## src/rtl/wb_pkg.sv

```systemverilog
// -----------------------------------------------------------------------------
// wb_pkg -- shared types for the MEM->WB pipeline register.
//
// The payload struct is sized for the largest supported configuration
// (4 lanes, 8-bit GPR address, 64-bit data). A wb_pipe_reg instance fills the
// low bits it uses and keeps the rest at zero, so one struct type serves every
// parameterisation of the top.
//
// Contents:
//   WB_MAX_*      upper bounds on LANES / ADDR_W / DATA_W
//   NOP_REG_ADDR  GPR address whose writes are discarded ($zero)
//   wb_payload_t  lane arrays + HI/LO + LLbit fields
//   WB_BUBBLE     all-zero payload loaded when the stage holds nothing
//   wb_resolve    applies $zero masking and same-address lane arbitration
// -----------------------------------------------------------------------------
package wb_pkg;

    localparam int WB_MAX_LANES  = 4;
    localparam int WB_MAX_ADDR_W = 8;
    localparam int WB_MAX_DATA_W = 64;

    localparam logic [WB_MAX_ADDR_W-1:0] NOP_REG_ADDR = '0;

    typedef struct packed {
        logic [WB_MAX_LANES-1:0]                    wen;
        logic [WB_MAX_LANES-1:0][WB_MAX_ADDR_W-1:0] waddr;
        logic [WB_MAX_LANES-1:0][WB_MAX_DATA_W-1:0] wdata;
        logic                                       hilo_wen;
        logic [WB_MAX_DATA_W-1:0]                   hi;
        logic [WB_MAX_DATA_W-1:0]                   lo;
        logic                                       llbit_wen;
        logic                                       llbit;
    } wb_payload_t;

    localparam wb_payload_t WB_BUBBLE = '0;

    // Lanes writing $zero are dropped and their data cleared. Among enabled
    // lanes hitting the same register the highest-numbered lane wins; a lower
    // lane already cleared by a higher one can never un-clear another lane, so
    // a single in-order sweep is sufficient.
    function automatic wb_payload_t wb_resolve(input wb_payload_t raw);
        wb_payload_t p;
        p = raw;
        for (int i = 0; i < WB_MAX_LANES; i++) begin
            if (p.waddr[i] == NOP_REG_ADDR) begin
                p.wen[i]   = 1'b0;
                p.wdata[i] = '0;
            end
        end
        for (int j = 1; j < WB_MAX_LANES; j++) begin
            for (int i = 0; i < j; i++) begin
                if (p.wen[i] && p.wen[j] && (p.waddr[i] == p.waddr[j]))
                    p.wen[i] = 1'b0;
            end
        end
        return p;
    endfunction

endpackage

```

## src/rtl/wb_skid_buf.sv

```systemverilog
// -----------------------------------------------------------------------------
// wb_skid_buf -- one-entry holding slot for a payload accepted while the
// output register is stalled.
//
// Ports:
//   clk, rst   clock / synchronous active-high reset
//   flush      empties the slot (reset has priority, then flush, then push)
//   push       capture din (only issued while the output is stalled)
//   pop        slot content has been moved to the output register
//   din        resolved payload from upstream
//   valid      slot holds a payload
//   dout       held payload
// -----------------------------------------------------------------------------
module wb_skid_buf
    import wb_pkg::*;
(
    input  logic        clk,
    input  logic        rst,
    input  logic        flush,
    input  logic        push,
    input  logic        pop,
    input  wb_payload_t din,
    output logic        valid,
    output wb_payload_t dout
);

    always_ff @(posedge clk) begin
        if (rst || flush) begin
            valid <= 1'b0;
            dout  <= WB_BUBBLE;
        end else if (push) begin
            valid <= 1'b1;
            dout  <= din;
        end else if (pop) begin
            valid <= 1'b0;
        end
    end

endmodule

```

## src/rtl/wb_pipe_reg.sv

```systemverilog
// -----------------------------------------------------------------------------
// wb_pipe_reg -- MEM->WB pipeline register with valid/ready handshake.
//
// Captures a multi-lane GPR write-back payload plus HI/LO and LLbit writes,
// applying $zero masking and same-address lane arbitration on capture so the
// WB stage sees clean, registered enables. Empty cycles load an all-zero
// bubble and are counted in a saturating 32-bit counter.
//
// Build option: define WB_PIPE_SKID_EN to add a one-entry skid buffer, which
// makes in_ready a registered signal (no path from out_ready). Without it,
// in_ready = out_ready || !out_valid.
//
// Parameters: LANES (1..4), DATA_W (<=64), ADDR_W (<=8)
//
// Ports:
//   clk, rst                        clock / synchronous active-high reset
//   in_valid, in_ready              upstream handshake
//   in_wen/in_waddr/in_wdata        per-lane GPR write, lane i in slice i
//   in_hilo_wen, in_hi, in_lo       HI/LO write
//   in_llbit_wen, in_llbit          LLbit write
//   flush                           drop held and incoming payloads
//   out_valid, out_ready            downstream handshake
//   out_*                           registered, resolved payload
//   bubble_cnt                      cycles with out_valid low (saturating)
// -----------------------------------------------------------------------------
module wb_pipe_reg
    import wb_pkg::*;
#(
    parameter int LANES  = 2,
    parameter int DATA_W = 32,
    parameter int ADDR_W = 5
) (
    input  logic                     clk,
    input  logic                     rst,
    input  logic                     in_valid,
    output logic                     in_ready,
    input  logic [LANES-1:0]         in_wen,
    input  logic [LANES*ADDR_W-1:0]  in_waddr,
    input  logic [LANES*DATA_W-1:0]  in_wdata,
    input  logic                     in_hilo_wen,
    input  logic [DATA_W-1:0]        in_hi,
    input  logic [DATA_W-1:0]        in_lo,
    input  logic                     in_llbit_wen,
    input  logic                     in_llbit,
    input  logic                     flush,
    output logic                     out_valid,
    input  logic                     out_ready,
    output logic [LANES-1:0]         out_wen,
    output logic [LANES*ADDR_W-1:0]  out_waddr,
    output logic [LANES*DATA_W-1:0]  out_wdata,
    output logic                     out_hilo_wen,
    output logic [DATA_W-1:0]        out_hi,
    output logic [DATA_W-1:0]        out_lo,
    output logic                     out_llbit_wen,
    output logic                     out_llbit,
    output logic [31:0]              bubble_cnt
);

    wb_payload_t in_raw;
    wb_payload_t in_res;
    wb_payload_t out_reg;
    wb_payload_t load_data;
    logic        out_valid_reg;
    logic        load_valid;
    logic        accept;
    logic        advance;
    logic [31:0] bubble_count;
    logic        unused_upper;

    always_comb begin
        in_raw = WB_BUBBLE;
        for (int i = 0; i < LANES; i++) begin
            in_raw.wen[i]               = in_wen[i];
            in_raw.waddr[i][ADDR_W-1:0] = in_waddr[i*ADDR_W +: ADDR_W];
            in_raw.wdata[i][DATA_W-1:0] = in_wdata[i*DATA_W +: DATA_W];
        end
        in_raw.hilo_wen          = in_hilo_wen;
        in_raw.hi[DATA_W-1:0]    = in_hi;
        in_raw.lo[DATA_W-1:0]    = in_lo;
        in_raw.llbit_wen         = in_llbit_wen;
        in_raw.llbit             = in_llbit;
    end

    assign in_res  = wb_resolve(in_raw);
    assign accept  = in_valid && in_ready;
    // The output register may take new content whenever it is empty or the
    // downstream stage is consuming what it holds.
    assign advance = out_ready || !out_valid_reg;

`ifdef WB_PIPE_SKID_EN
    logic        skid_valid;
    logic        skid_push;
    logic        skid_pop;
    wb_payload_t skid_data;

    assign in_ready   = !skid_valid;
    assign skid_push  = accept && !advance;
    assign skid_pop   = advance && skid_valid;
    // Skid content is older than anything upstream, so it drains first.
    assign load_valid = skid_valid || accept;
    assign load_data  = skid_valid ? skid_data : in_res;

    wb_skid_buf u_skid (
        .clk   (clk),
        .rst   (rst),
        .flush (flush),
        .push  (skid_push),
        .pop   (skid_pop),
        .din   (in_res),
        .valid (skid_valid),
        .dout  (skid_data)
    );
`else
    assign in_ready   = out_ready || !out_valid_reg;
    assign load_valid = accept;
    assign load_data  = in_res;
`endif

    always_ff @(posedge clk) begin
        if (rst || flush) begin
            out_valid_reg <= 1'b0;
            out_reg       <= WB_BUBBLE;
        end else if (advance) begin
            out_valid_reg <= load_valid;
            out_reg       <= load_valid ? load_data : WB_BUBBLE;
        end
    end

    always_ff @(posedge clk) begin
        if (rst)
            bubble_count <= '0;
        else if (!out_valid_reg && (bubble_count != 32'hFFFF_FFFF))
            bubble_count <= bubble_count + 32'd1;
    end

    always_comb begin
        out_wen   = '0;
        out_waddr = '0;
        out_wdata = '0;
        for (int i = 0; i < LANES; i++) begin
            out_wen[i]                     = out_reg.wen[i];
            out_waddr[i*ADDR_W +: ADDR_W]  = out_reg.waddr[i][ADDR_W-1:0];
            out_wdata[i*DATA_W +: DATA_W]  = out_reg.wdata[i][DATA_W-1:0];
        end
    end

    assign out_valid     = out_valid_reg;
    assign out_hilo_wen  = out_reg.hilo_wen;
    assign out_hi        = out_reg.hi[DATA_W-1:0];
    assign out_lo        = out_reg.lo[DATA_W-1:0];
    assign out_llbit_wen = out_reg.llbit_wen;
    assign out_llbit     = out_reg.llbit;
    assign bubble_cnt    = bubble_count;

    // Lanes and bits beyond this instance's parameters are held at zero.
    assign unused_upper  = ^out_reg;

endmodule
```

## config.mk

```make
export PLATFORM = sky130hd
export DESIGN_NAME = wb_pipe_reg
export DESIGN_NICKNAME = d
export VERILOG_FILES = /design/src/rtl/wb_pkg.sv /design/src/rtl/wb_skid_buf.sv /design/src/rtl/wb_pipe_reg.sv
export SDC_FILE = /design/constraint.sdc
export NUM_CORES = 1
export LEC_CHECK = 0
export ABC_AREA = 1
export BUFFER_PORTS_ARGS = -buffer_cell sky130_fd_sc_hd__buf_2
export CORE_ASPECT_RATIO = 0.9
export CORE_UTILIZATION = 48
export CTS_BUF_LIST = sky130_fd_sc_hd__clkbuf_8
export CTS_CLUSTER_SIZE = 14
export DETAILED_ROUTE_END_ITERATION = 8
export GPL_TIMING_DRIVEN = 0
export PLACE_DENSITY = 0.91
export SYNTH_ARGS = -nofsm -noshare
export SYNTH_HDL_FRONTEND = slang
export SYNTH_SLANG_ARGS = --single-unit
```

## constraint.sdc

```tcl
create_clock -name clk -period 2.2 [get_ports clk]
set_clock_uncertainty 0.1 [all_clocks]
set_input_delay 0.22 -clock clk [delete_from_list [all_inputs] [get_ports clk]]
set_output_delay 0.22 -clock clk [all_outputs]
set_load 0.01 [all_outputs]
```

==> impl_metrics.yaml, run 1 <==
place:
  dp_hpwl_um: 17100
  io_buffers: 323
  dp_slack_ns: 0.06551
  gp_congestion: 0.9567
status:
  stop_error: "[ERROR GRT-0116] Global routing finished with congestion. Check the congestion regions in the DRC Viewer."
  lastStage: "global routing (5_1_grt)"
  outcome: "aborted with a tool error"
clock_network:
  clock_path_buffers: 2
  clockRootBuffer: "clkbuf_8"
  cts-htree-levels: 4
  cts.sinks: 176
  post-cts-setup-buffer-count: 0
  cts_buffers: 17
logic_synthesis:
  syn-mean-instance-area_um2: 7.127
  dominantRegCellSynth: "dfxtp_1"
  synth.net_count: 1144
  ys.warnings.count: 0
  synth_area_um2: 7092
  synth_cell_types: 27
  synthArstFlopShare_pct: 0
  ys_seq_elements: 176
  synthCells: 995
  ys_seq_area_share_pct: 49.68
  synth_edf_count: 0
global_route:
  grt_pass1_vias: 9662
  grt_max_degree: 18
  track_usage_pct: 44.15
  grt_pass1_wl_um: 51050
  overflow: 4
floorplan:
  die_w_um: 130.1
  pin_count: 325
  num_rows: 41
  start_util_pct: 49.91
  die_y_um: 117.3
[synthesized netlist by cell type, types with 4 or more instances]
| cell type | count | area share, % |
|---|---|---|
| nand2_1 | 431 | 23 |
| dfxtp_1 | 176 | 50 |
| a21oi_1 | 169 | 12 |
| nor2_1 | 61 | 3.2 |
| inv_1 | 32 | 1.7 |
| clkbuf_1 | 28 | 1.5 |
| nand3_1 | 22 | 1.6 |
| buf_2 | 19 | 1.3 |
| xnor2_1 | 8 | 0.99 |
| xor2_1 | 8 | 0.99 |
| o21ai_0 | 6 | 0.42 |
| nor2_2 | 5 | 0.44 |
| buf_6 | 4 | 0.64 |
| inv_2 | 4 | 0.21 |
| nor3_1 | 4 | 0.28 |
[per-layer routing]
metal / GRT usage [%] / GRT overflow
met1: 45.59 / 0
met2: 64.89 / 2
met3: 23.40 / 0
met4: 36.77 / 2
met5: 3.460 / 0
[stage by stage]
step,area (um^2),std cells,hold WS (ns)
CTS,10730,1684,0.004719
detailed placement,8950,1511,0.3519
global placement,8950,1511,0.3482
floorplan,7092,995,0.2626
[cell families after synthesis]
kind of cell,share of synthesized area (%)
xor gates and xnor gates,1.976
adders and majority gates,0.1764
buffers and inverters,5.469
and+or+nand+nor,30.10
AOI/OAI and AO/OA,12.60
DFF,49.68
[timing repair]
action	CTS
gates resized for setup	1
endpoints found under the hold margin	141
cloned	0
pin swaps	0
setup endpoints to repair	1
hold buffers	141
==> run 2: changes to the inputs <==
--- a/config.mk
+++ b/config.mk
@@ -7,13 +7,10 @@
 export LEC_CHECK = 0
 export ABC_AREA = 1
 export BUFFER_PORTS_ARGS = -buffer_cell sky130_fd_sc_hd__buf_2
-export CORE_ASPECT_RATIO = 0.9
-export CORE_UTILIZATION = 48
-export CTS_BUF_LIST = sky130_fd_sc_hd__clkbuf_8
-export CTS_CLUSTER_SIZE = 14
+export CORE_UTILIZATION = 40
 export DETAILED_ROUTE_END_ITERATION = 8
 export GPL_TIMING_DRIVEN = 0
-export PLACE_DENSITY = 0.91
+export PLACE_DENSITY_LB_ADDON = 0.15
 export SYNTH_ARGS = -nofsm -noshare
 export SYNTH_HDL_FRONTEND = slang
 export SYNTH_SLANG_ARGS = --single-unit
==> impl_metrics.yaml, run 2 <==
timing:
  hold_viol_final: 0
  finalCriticalPeriod_ns: 2.019
  setup_viol: 0
  tns_ns: 0
  timing.fmax_ghz: 0.4954
  relSlewSlack_pct: 61.05
  slew_violations: 0
  finalCritPeriodShare_pct: 91.76
  grt_setup_unrepaired: "false"
  worst_slew_pin_slew_ns: 0.5842
place:
  dp_hpwl_um: 17270
  gp_congestion: 0.8575
  placedCellCount: 1543
  io_buffers: 323
flow_run:
  maxCapViolations: 0
clock_network:
  post-cts-setup-buffer-count: 0
  clock_latency_ns: 0.42
  clock_path_buffers: 2
  cts.sinks: 176
  clockRootBuffer: "clkbuf_16"
  tritoncts: "done"
  cts_buffers: 17
  clk_pin_slew_ns: 0.07
  cts-htree-levels: 4
floorplan:
  die_y_um: 135.2
  pin_count: 325
  die_area_um2: 18270
  core_region_area_um2: 17300
  num_rows: 48
  start_util_pct: 41.00
  die_w_um: 135.2
finish:
  fin_cells: 1715
  fillers: 1553
  largest_reg_flops: 64
  diodes: 0
  final_cell_mix: "nand2_1 (431), buf_2 (340), dfxtp_1 (176)"
  area_growth_pct: 55.70
  layout-drive-gt1-share_pct: 26.85
  layout_commonest_cell: "nand2_1"
  layout.nets: 1626
critical_path:
  required_ns: 2.40
  r2r_end: "bubble_cnt[27]"
  rr_worst_depth: 11
  critical_path_arrival_ns: 2.21
  r2r_slack_ns: 0.18
  r2r-start: "bubble_cnt[0]"
  start_kind: "register"
  path_max_fanout: 10
  end_kind: "register"
  crit_type: "register to register"
route:
  ant_nets: 0
  wire_per_inst_um: 14.70
  drt-initial-drc-count: 462
  viasPerCell: 4.756
  drt-total-wl_um: 25220
  route.detailed.drc: 0
  dr.pass1.iters: 5
  vias: 8156
global_route:
  grt_pass1_wl_um: 38450
  met2_usage_pct: 46.78
  grt_max_degree: 18
  overflow: 0
  grt_util_met3_pct: 7.071
  grt_pass1_vias: 7806
  track_usage_pct: 26.90
  busiest_layer: "met2"
  use_met1_pct: 30.97
  antenna_found_initial: 0
pwr:
  powerDensity_nw_per_um2: 672.5
  switching_power_uw: 1861
  p_seq_share_pct: 44.5
  leakagePower_uw: 0.004988
  p_int_uw: 5565
  vdd_drop_max_v: 0.0005462
  swShare_pct: 25.07
  pwr-share-clk_pct: 44.5
  combinationalPowerShare_pct: 11.0
logic_synthesis:
  yosys.area.top_type: "dfxtp_1"
  synth-simple-area-share_pct: 30.10
  synth_area_um2: 7092
  synth_most_common_cell: "nand2_1"
  ys_seq_area_share_pct: 49.68
  synth_cell_types: 27
  synth.net_count: 1144
  synthMuxAreaShare_pct: 0
  ys_seq_elements: 176
  syn-mean-instance-area_um2: 7.127
  ys.warnings.count: 0
  synth_compound_gate_area_share_pct: 12.60
  dominantRegCellSynth: "dfxtp_1"
  synth_top_family_by_area: "simple AND/OR/NAND/NOR gates"
  synthCells: 995
  synth.top_cells.by_count: "nand2_1 (431), dfxtp_1 (176), a21oi_1 (169), nor2_1 (61), inv_1 (32)"
  synth_xor_area_share_pct: 1.976
  synth_edf_count: 0
  synth_area_leaders: "dfxtp_1 (50%), nand2_1 (23%), a21oi_1 (12%), nor2_1 (3.2%), inv_1 (1.7%)"
  synthArstFlopShare_pct: 0
  synth_top_area_share_pct: 49.68
  synth_fa_ha_area_share_pct: 0.1764
worst_hold_path:
  holdPathStages: 5
  min_to: "out_wen[1]"
  min_path_type: "primary input to register"
  hp-start: "in_wen[1]"
status:
  outcome: "finished clean"
run 2: cell counts after synthesis:
No cell type changed its count.
run 2: logic make-up after synthesis:
family	count (synthesis)
simple gates	536
compound gates	177
flops	176
buf+inv	89
xor+xnor	16
fa+ha+maj	1
run 2: critical path, stage by stage (launching register included):
cell and delay (ns):
dfxtp_1 0.44, ha_2 0.27, nand2_2 0.08, nor2_4 0.16
nand2_4 0.11, nor2_8 0.16, nand2_4 0.09, nand2_8 0.10
inv_2 0.08, buf_6 0.15, nand2_1 0.08, a21oi_2 0.05
run 2: worst max path at each step:
stage	slack, ns	to	from
final	0.18	bubble_cnt[27]	bubble_cnt[0]
after floorplan	0.35	bubble_cnt[27]	bubble_cnt[0]
after CTS	0.006	in_ready	out_valid
after detailed placement	0.14	out_wdata[7]	rst
after global routing	0.02	out_wdata[5]	out_valid
after global placement	0.15	out_wdata[9]	rst
run 2: timing repair:
action                                 in CTS  in global routing
gates resized for setup                     1                  5
endpoints found under the hold margin     141                  0
hold buffers                              141                  0
setup endpoints to repair                   1                 12
run 2: through the flow:
| step | instance area [um^2] | power (uW) | utilization, % | hold WS [ns] | worst slack, ns |
|---|---|---|---|---|---|
| after global placement | 8990 | 3971 | 51.97 | 0.3484 | 0.1491 |
| after floorplan | 7092 | 3665 | - | 0.2626 | 0.3472 |
| after detailed placement | 8990 | 3977 | 51.97 | 0.3525 | 0.1368 |
| after global routing | 11040 | 7669 | 63.84 | 0.05469 | 0.01734 |
| final | 11040 | 7426 | 63.84 | 0.03656 | 0.1812 |
| after CTS | 11040 | 7451 | 63.84 | 0.02445 | 0.005894 |
run 2: final cells by class:
type | instances | area (um^2) | share of cell area (%)
flip-flops and latches | 176 | 3523 | 31.91
multi-input cells | 730 | 3183 | 28.83
repair buffers | 464 | 3028 | 27.42
clock buffers | 19 | 452.9 | 4.102
well taps | 225 | 281.5 | 2.550
plain buffers | 52 | 252.7 | 2.289
clock inverters | 13 | 185.2 | 1.677
inverters | 36 | 135.1 | 1.224
run 2: power by group through the flow:
stage	Combinational, uW	Sequential [uW]	Clock [uW]
2_1_floorplan	251	3410	0
3_3_place_gp	596	3370	0
3_5_place_dp	599	3380	0
4_1_cts	803	3300	3340
5_1_grt	883	3310	3470
6_report	814	3310	3310
run 2: routing by layer:
layer  up-vias  share of wire (%)
met5         -                  0
met1      3707                 41
li1       4116                  -
met3        55                6.3
met2       278                 49
met4         0                3.4
Power figures use the tool's default switching activity.
